--- src/rtl/scan_doubler_if.sv ---
// Video bundle between the colour PROM stage and the line doubler.
// The master drives 15 kHz pixels and syncs; the slave returns 31 kHz video.
interface scan_doubler_if;
   logic       pix_ce;
   logic [3:0] rgb_in;
   logic       hsync_in;
   logic       vsync_in;
   logic [3:0] rgb_out;
   logic       hsync_out;
   logic       vsync_out;

   modport master (
      output pix_ce, rgb_in, hsync_in, vsync_in,
      input  rgb_out, hsync_out, vsync_out
   );

   modport slave (
      input  pix_ce, rgb_in, hsync_in, vsync_in,
      output rgb_out, hsync_out, vsync_out
   );
endinterface

--- src/rtl/scan_doubler.sv ---
// 15 kHz -> 31 kHz scan doubler: each input line is written into one bank of a
// two-line buffer while the other bank is replayed twice at double pixel rate.
module scan_doubler #(
   parameter int HS_WIDTH = 28,
   parameter int ADDR_W   = 9
) (
   input  logic          clk,
   input  logic          nRESET,
   scan_doubler_if.slave vid
);
   localparam int                DEPTH = 2 ** (ADDR_W + 1);
   localparam logic [ADDR_W-1:0] X_MAX = '1;
   localparam logic [ADDR_W-1:0] X_ONE = ADDR_W'(1);
   localparam logic [ADDR_W-1:0] HS_W  = ADDR_W'(HS_WIDTH);

   logic [3:0]        mem [DEPTH];
   logic [3:0]        rd_data_q;

   logic              hs_prev_q;
   logic              vs_hold_q;
   logic [ADDR_W-1:0] wr_x_q, wr_x_d;
   logic              wr_bank_q, wr_bank_d;
   logic [ADDR_W-1:0] wr_addr;
   logic [ADDR_W-1:0] line_len_q;
   logic [ADDR_W-1:0] rd_x_q, rd_x_d;
   logic              oce_q;
   logic              we_q;
   logic [ADDR_W:0]   wa_q;
   logic [3:0]        wd_q;
   logic              hs_s1_q, vs_s1_q, vis_s1_q;
   logic [3:0]        rgb_q;
   logic              hsync_q, vsync_q;
   logic              lse;

   assign lse       = vid.pix_ce & hs_prev_q & ~vid.hsync_in;
   assign wr_bank_d = wr_bank_q ^ lse;
   assign wr_addr   = lse ? '0 : wr_x_q;

   always_comb begin
      wr_x_d = wr_x_q;
      if (lse)
         wr_x_d = X_ONE;
      else if (vid.pix_ce && (wr_x_q != X_MAX))
         wr_x_d = wr_x_q + X_ONE;
   end

   always_comb begin
      rd_x_d = rd_x_q;
      if (lse || (line_len_q == '0))
         rd_x_d = '0;
      else if (oce_q)
         rd_x_d = (rd_x_q >= line_len_q - X_ONE) ? '0 : rd_x_q + X_ONE;
   end

   // Writes commit one clk late so the pixel taken at a line start never lands
   // in the bank that is still being read for the tail of the truncated line.
   always_ff @(posedge clk) begin
      if (we_q)
         mem[wa_q] <= wd_q;
      rd_data_q <= mem[{~wr_bank_q, rd_x_q}];
   end

   always_ff @(posedge clk or negedge nRESET) begin
      if (!nRESET) begin
         hs_prev_q  <= 1'b0;
         vs_hold_q  <= 1'b1;
         wr_x_q     <= '0;
         wr_bank_q  <= 1'b0;
         line_len_q <= '0;
         rd_x_q     <= '0;
         oce_q      <= 1'b0;
         we_q       <= 1'b0;
         wa_q       <= '0;
         wd_q       <= 4'h0;
         hs_s1_q    <= 1'b1;
         vs_s1_q    <= 1'b1;
         vis_s1_q   <= 1'b0;
         rgb_q      <= 4'h0;
         hsync_q    <= 1'b1;
         vsync_q    <= 1'b1;
      end else begin
         if (vid.pix_ce)
            hs_prev_q <= vid.hsync_in;
         if (lse) begin
            line_len_q <= wr_x_q;
            vs_hold_q  <= vid.vsync_in;
         end
         wr_x_q    <= wr_x_d;
         wr_bank_q <= wr_bank_d;
         // Cleared at a line start so pixel 0 of the output line lasts two clks.
         oce_q     <= lse ? 1'b0 : ~oce_q;
         rd_x_q    <= rd_x_d;
         we_q      <= vid.pix_ce;
         wa_q      <= {wr_bank_d, wr_addr};
         wd_q      <= vid.rgb_in;
         hs_s1_q   <= !((line_len_q != '0) && (rd_x_q < HS_W));
         vis_s1_q  <= (rd_x_q >= HS_W) && (rd_x_q < line_len_q);
         vs_s1_q   <= vs_hold_q;
         rgb_q     <= vis_s1_q ? rd_data_q : 4'h0;
         hsync_q   <= hs_s1_q;
         vsync_q   <= vs_s1_q;
      end
   end

   assign vid.rgb_out   = rgb_q;
   assign vid.hsync_out = hsync_q;
   assign vid.vsync_out = vsync_q;
endmodule

--- src/flat_wrapper.sv ---
// flat-port wrapper written by rule: the top's interface ports become plain ports
module scan_doubler_flat 
#(
   parameter int HS_WIDTH = 28,
   parameter int ADDR_W   = 9
)
  (clk, nRESET, vid_pix_ce, vid_rgb_in, vid_hsync_in, vid_vsync_in, vid_rgb_out, vid_hsync_out, vid_vsync_out);
  scan_doubler_if vid_i ();
  input  logic clk;
  input  logic nRESET;
  input wire logic [$bits(vid_i.pix_ce)-1:0] vid_pix_ce;
  input wire logic [$bits(vid_i.rgb_in)-1:0] vid_rgb_in;
  input wire logic [$bits(vid_i.hsync_in)-1:0] vid_hsync_in;
  input wire logic [$bits(vid_i.vsync_in)-1:0] vid_vsync_in;
  output wire logic [$bits(vid_i.rgb_out)-1:0] vid_rgb_out;
  output wire logic [$bits(vid_i.hsync_out)-1:0] vid_hsync_out;
  output wire logic [$bits(vid_i.vsync_out)-1:0] vid_vsync_out;
  assign vid_i.pix_ce = vid_pix_ce;
  assign vid_i.rgb_in = vid_rgb_in;
  assign vid_i.hsync_in = vid_hsync_in;
  assign vid_i.vsync_in = vid_vsync_in;
  assign vid_rgb_out = vid_i.rgb_out;
  assign vid_hsync_out = vid_i.hsync_out;
  assign vid_vsync_out = vid_i.vsync_out;
  scan_doubler #(.HS_WIDTH(HS_WIDTH), .ADDR_W(ADDR_W)) u_core (.clk(clk), .nRESET(nRESET), .vid(vid_i));
endmodule
--- config.mk ---
export PLATFORM = sky130hd
export DESIGN_NAME = scan_doubler_flat
export DESIGN_NICKNAME = d
export VERILOG_FILES = /design/src/rtl/scan_doubler_if.sv /design/src/rtl/scan_doubler.sv /design/src/flat_wrapper.sv
export SDC_FILE = /design/constraint.sdc
export NUM_CORES = 2
export LEC_CHECK = 0
export BUFFER_PORTS_ARGS = -buffer_cell sky130_fd_sc_hd__buf_2
export CAP_MARGIN = 10
export CORE_ASPECT_RATIO = 0.9
export CORE_MARGIN = 5
export CORE_UTILIZATION = 51
export CTS_CLUSTER_DIAMETER = 200
export CTS_CLUSTER_SIZE = 20
export DETAILED_ROUTE_END_ITERATION = 8
export PLACE_DENSITY = 0.65
export SLEW_MARGIN = 20
export SYNTH_ARGS = -nofsm -noshare
export SYNTH_HDL_FRONTEND = slang
export SYNTH_SLANG_ARGS = --single-unit
--- constraint.sdc ---
create_clock -name clk -period 16.35 [get_ports clk]
set_clock_uncertainty 0.05 [all_clocks]
set_input_delay 3.27 -clock clk [delete_from_list [all_inputs] [get_ports clk]]
set_output_delay 3.27 -clock clk [all_outputs]
set_load 0.005 [all_outputs]
Word level (Yosys, flattened, before mapping)
Memory sizes are Yosys's and may differ from the RTL's. A register that Yosys moved wholly into a read port is not among the register bits.
Cells that the tools add are included.
{"block": "totals", "register_bits": 55, "mem_bits_rw": 4096, "output_inout_bits": 6, "n_memories": 1, "word_cells": 50}
{"memory": "u_core.mem", "depth": 1024, "word_bits": 4, "rd": 1, "rd_ports_with_merged_regs": 1, "write_ports": 1, "line": "scan_doubler.sv:16", "source": "logic [3:0] mem [DEPTH];"}
{"block": "classes", "n_addsub": 3, "eq_ne": 1, "order_cmp": 4, "n_reduce_logical": 9, "n_bitwise": 6, "n_mux": 10}
{"operator": "9-bit 2-to-1 mux", "n": 6}
{"operator": "9-bit by 1-bit adder with 9-bit output, second input constant", "n": 2}
{"operator": "9-bit by 5-bit greater-or-equal comparator with 1-bit output, second input constant", "n": 1}
{"operator": "9-bit greater-or-equal comparator", "n": 1}
{"operator": "9-bit logical NOT", "n": 1}
{"operator": "9-bit by 5-bit less-than comparator with 1-bit output, second input constant", "n": 1}
{"operator": "9-bit less-than comparator", "n": 1}
{"operator": "9-bit inequality test, second input constant", "n": 1}
{"operator": "9-bit nonzero test", "n": 1}
{"operator": "9-bit by 1-bit subtractor with 9-bit output, second input constant", "n": 1}
{"operator": "4-bit 2-to-1 mux", "n": 1}
{"operator": "2-bit nonzero test", "n": 2}
{"operator": "1-bit logical AND", "n": 3}
{"operator": "1-bit 2-to-1 mux", "n": 3}
{"operator": "1-bit NOT", "n": 3}
{"operator": "1-bit bitwise AND", "n": 2}
{"operator": "1-bit logical NOT", "n": 1}
{"operator": "1-bit logical OR", "n": 1}
{"operator": "1-bit XOR", "n": 1}

Longest topological paths before layout
{"block": "depth", "word_depth": 5, "depth_mapped": 17, "mapped_depth_nobuf": 11}

Worst setup path after synthesis
OpenSTA, ideal clock, no wires.
{"block": "synth_path", "path_kind": "register -> register", "start": "register u_core.wd_q[0]", "end": "memory u_core.mem[0][0] (data pin)", "setup_slack_ps": 1885, "path_stages_with_launch": 1, "setup_ps": 2603, "arrival_time_ps": 11812, "cell_sequence": "dfrtp_1"}
{"item": "start: declaration", "line": "scan_doubler.sv:29", "source": "logic [3:0] wd_q;"}
{"item": "start signal: assignment", "line": "scan_doubler.sv:95", "source": "wd_q <= vid.rgb_in;"}
{"item": "end: declaration", "line": "scan_doubler.sv:16"}
No word-level cell before the write port.

==> results.py <==
metrics = {
    "setup_path": {
        "endpoint_kind": "register",
        "cp_common_cell": "buf_12",
        "worstSetupPathType": "reg -> reg",
        "slowest_stage": "buf_4",
        "startpoint": "u_core.rd_x_q[0]",
        "cp_slowest_stage_delay_ns": 0.78,
        "path_max_fanout": 96,
        "cp.required_ns": 17.12,
        "critical_path_arrival_ns": 7.89,
        "critPathLaunchType": "register",
        "r2r-start": "u_core.rd_x_q[0]",
        "worstPathCellList": "buf_12 > buf_12 > buf_4 > buf_4 > buf_12 > mux4_1 > mux2i_1 > a221oi_1 > o21ai_0 > o2111ai_1 > a221oi_1 > or4_1 > a41oi_1",
        "ff2ff_setup_slack_ns": 9.23,
    },
    "detailed_routing": {
        "drt-wirelength-per-cell_um": 38.53,
        "drtIter0Drc": 14540,
        "viasPerCell": 6.858,
        "routed_wl_mm": 491.7,
        "ant_nets": 0,
        "vias": 87530,
        "first_pass_iters": 6,
        "drc": 0,
    },
    "place": {
        "place_area_um2": 169500,
        "hpwl_mm": 297.9,
        "dp_cells": 12420,
        "io_buffers": 14,
        "gp_congestion": 0.9058,
    },
    "floorplanning": {
        "start_util": 0.5110,
        "rows": 198,
        "die_w_um": 609.3,
        "core_um2": 322600,
        "boundaryPins": 15,
        "dieArea_um2": 334700,
        "fp.dieH_um": 549.3,
    },
    "logic_synthesis": {
        "synthCells": 8434,
        "synth_edf_count": 4096,
        "ys_warn_count": 0,
        "ys_ff_latch": 4154,
        "synth_nets": 8466,
        "synth_commonest_cells": "edfxtp_1, nor2_1, mux4_2",
        "synth_cell_type_count": 76,
        "synth_area_leaders": "edfxtp_1, mux4_2, nor2_1",
        "yosysTopAreaCell": "edfxtp_1",
        "syn_avg_cell_area_um2": 19.54,
        "synth_top_area_frac": 0.7462,
        "yosysMostFrequentCell": "edfxtp_1",
        "synthArstFlopShare": 0.01300,
        "synth_ff_type": "edfxtp_1",
        "seq_area_frac_synth": 0.7549,
        "syn_area_um2": 164800,
    },
    "clock_network": {
        "clkTransAtPathRegs_ns": 0.09,
        "cts-root-buf": "clkbuf_16",
        "postCtsSetupBuffers": 0,
        "clock_sinks": 4154,
        "max-clock-path-buffers": 4,
        "cts_tree": "built",
        "cts_max_level": 4,
        "clkLatencyLatePin_ns": 0.98,
        "cts_resized": 0,
        "numCtsBuffers": 229,
        "cts_hold_buf": 0,
    },
    "pwr": {
        "irDropWorstVdd_mv": 0.1034,
        "leakagePower_uw": 0.05225,
        "power.density_nw_per_um2": 131.8,
        "finalPower_uw": 23170,
    },
    "global_routing": {
        "grt_pass1_vias": 84210,
        "grt_pass1_wl_mm": 681.3,
        "use_met3": 0.09698,
        "met1_usage": 0.4142,
        "antenna_found_initial": 39,
        "grt_usage": 0.2908,
        "busiest_layer": "met2",
        "grt.overflow.total": 0,
        "met2_usage": 0.4210,
        "grt_max_degree": 224,
    },
    "timing": {
        "drv_slew": 0,
        "worstMarginPinSlew_ns": 1.292,
        "finalCritPeriodShare": 0.4353,
        "finalSetupViolCount": 0,
        "max_freq_mhz": 140.5,
        "setup-tns-final_ns": 0,
        "relSlewSlack": 0.1384,
        "timing.final.hold_violations": 0,
        "rsz0062_at_grt": "no",
        "post-route-min-period_ns": 7.117,
    },
    "min_path": {
        "min_path_type": "reg -> reg",
        "min_from": "u_core.hs_s1_q",
    },
    "cells_and_area": {
        "drive_gt1_frac": 0.1858,
        "final_core_util": 0.5452,
        "area_growth_pct": 6.676,
        "final_net_count": 8383,
        "fin_area_um2": 175800,
        "instances_no_fill": 12760,
    },
    "run_status": {
        "status": "completed",
    },
    "run": {
        "drv_cap": 0,
    },
}
==> power by group <==
| group | switching (uW) | total (uW) | internal, uW |
|---|---|---|---|
| clock network | 3340 | 5930 | 2600 |
| registers | 103 | 11800 | 11700 |
| logic | 3280 | 5410 | 2130 |
==> metal layers <==
metal | vias up | part of all wire | routed length (um)
li1 | 33900 | - | -
met1 | 46180 | 0.37 | 181900
met2 | 6539 | 0.44 | 217600
met3 | 904 | 0.14 | 70760
met4 | 10 | 0.044 | 21420
met5 | - | 0.00013 | 66
==> kinds of logic (layout without fill, tap and decap cells) <==
kind of cell | after synthesis | after routing | synth area share
buffers and inverters | 616 | 614 | 0.02207
AO/OA/AOI/OAI | 714 | 714 | 0.03000
XOR/XNOR | 13 | 13 | 0.0006907
adder cells (fa/ha/maj) | 23 | 23 | 0.001746
multiplexers | 1308 | 1308 | 0.1508
flip-flops | 4154 | 4154 | 0.7549
other | 0 | 30 | 0
AND/OR/NAND/NOR | 1606 | 1606 | 0.03982
==> placed cells by master, fill, tap and decap left out, drive strengths merged, types with 29 or more instances in the layout <==
master and instances:
o22ai 64, nor2 1111, nand3 61, buf 280
a211oi 34, nor3 52, o21ai 93, diode 30
nand2 244, o221ai 30, a31oi 32, clkbuf 302
dfrtp 49, mux2i 361, edfxtp 4096, a221oi 63
a22oi 117, mux4 930, nor2b 29, a21oi 138
==> worst max-delay path: cells and delay by family (launching register included) <==
kind	cells	cell delay, ns
and+or+nand+nor	1	0.31
muxes	2	0.86
DFF	1	0.72
buffers and inverters	5	3.26
AOI/OAI and AO/OA	5	1.30
==> flip-flops by register name, summed over array words and instances, names as in the netlist <==
name,cells
u_core.rd_data_q,4
u_core.vis_s1_q,1
u_core.hs_prev_q,1
u_core.oce_q,1
u_core.rd_x_q,9
u_core.wr_x_q,9
u_core.vid.vsync_out,1
u_core.hs_s1_q,1
u_core.we_q,1
u_core.vs_s1_q,1
u_core.mem,4096
u_core.vs_hold_q,1
u_core.vid.hsync_out,1
u_core.vid.rgb_out,4
u_core.line_len_q,9
u_core.wa_q,10
u_core.wd_q,4
==> per-stage QoR <==
step	hold WS (ns)	setup WS [ns]
final	0.3149	9.233
after global routing	0.3180	8.921
after CTS	0.3155	9.216
after detailed placement	0.3032	9.291
after global placement	0.2982	8.942
after floorplan	0.2952	1.885
==> layout make-up <==
cell class                 instances  area [um2]
clock inverter                    10       190.2
inverter                          22       93.84
multi-input combinational       3664       37320
tap                             4300        5380
clock buffer                     302        6068
antenna                           30       75.07
sequential                      4154      124500
fill                           24410      146700
timing repair buffer             280        2250
==> worst paths after layout <==
path | cells after the start | endpoint
worst max-delay path | 13 | u_core.rd_data_q[0]
worst min-delay path | 0 | u_core.vid.hsync_out
worst max register to register | 13 | u_core.rd_data_q[0]
worst min register to register | 0 | u_core.vid.hsync_out
max in group asynchronous | 2 | u_core.rd_x_q[2]
min in group asynchronous | 2 | u_core.wd_q[2]
Note: power is estimated with default switching activity, not from simulation.
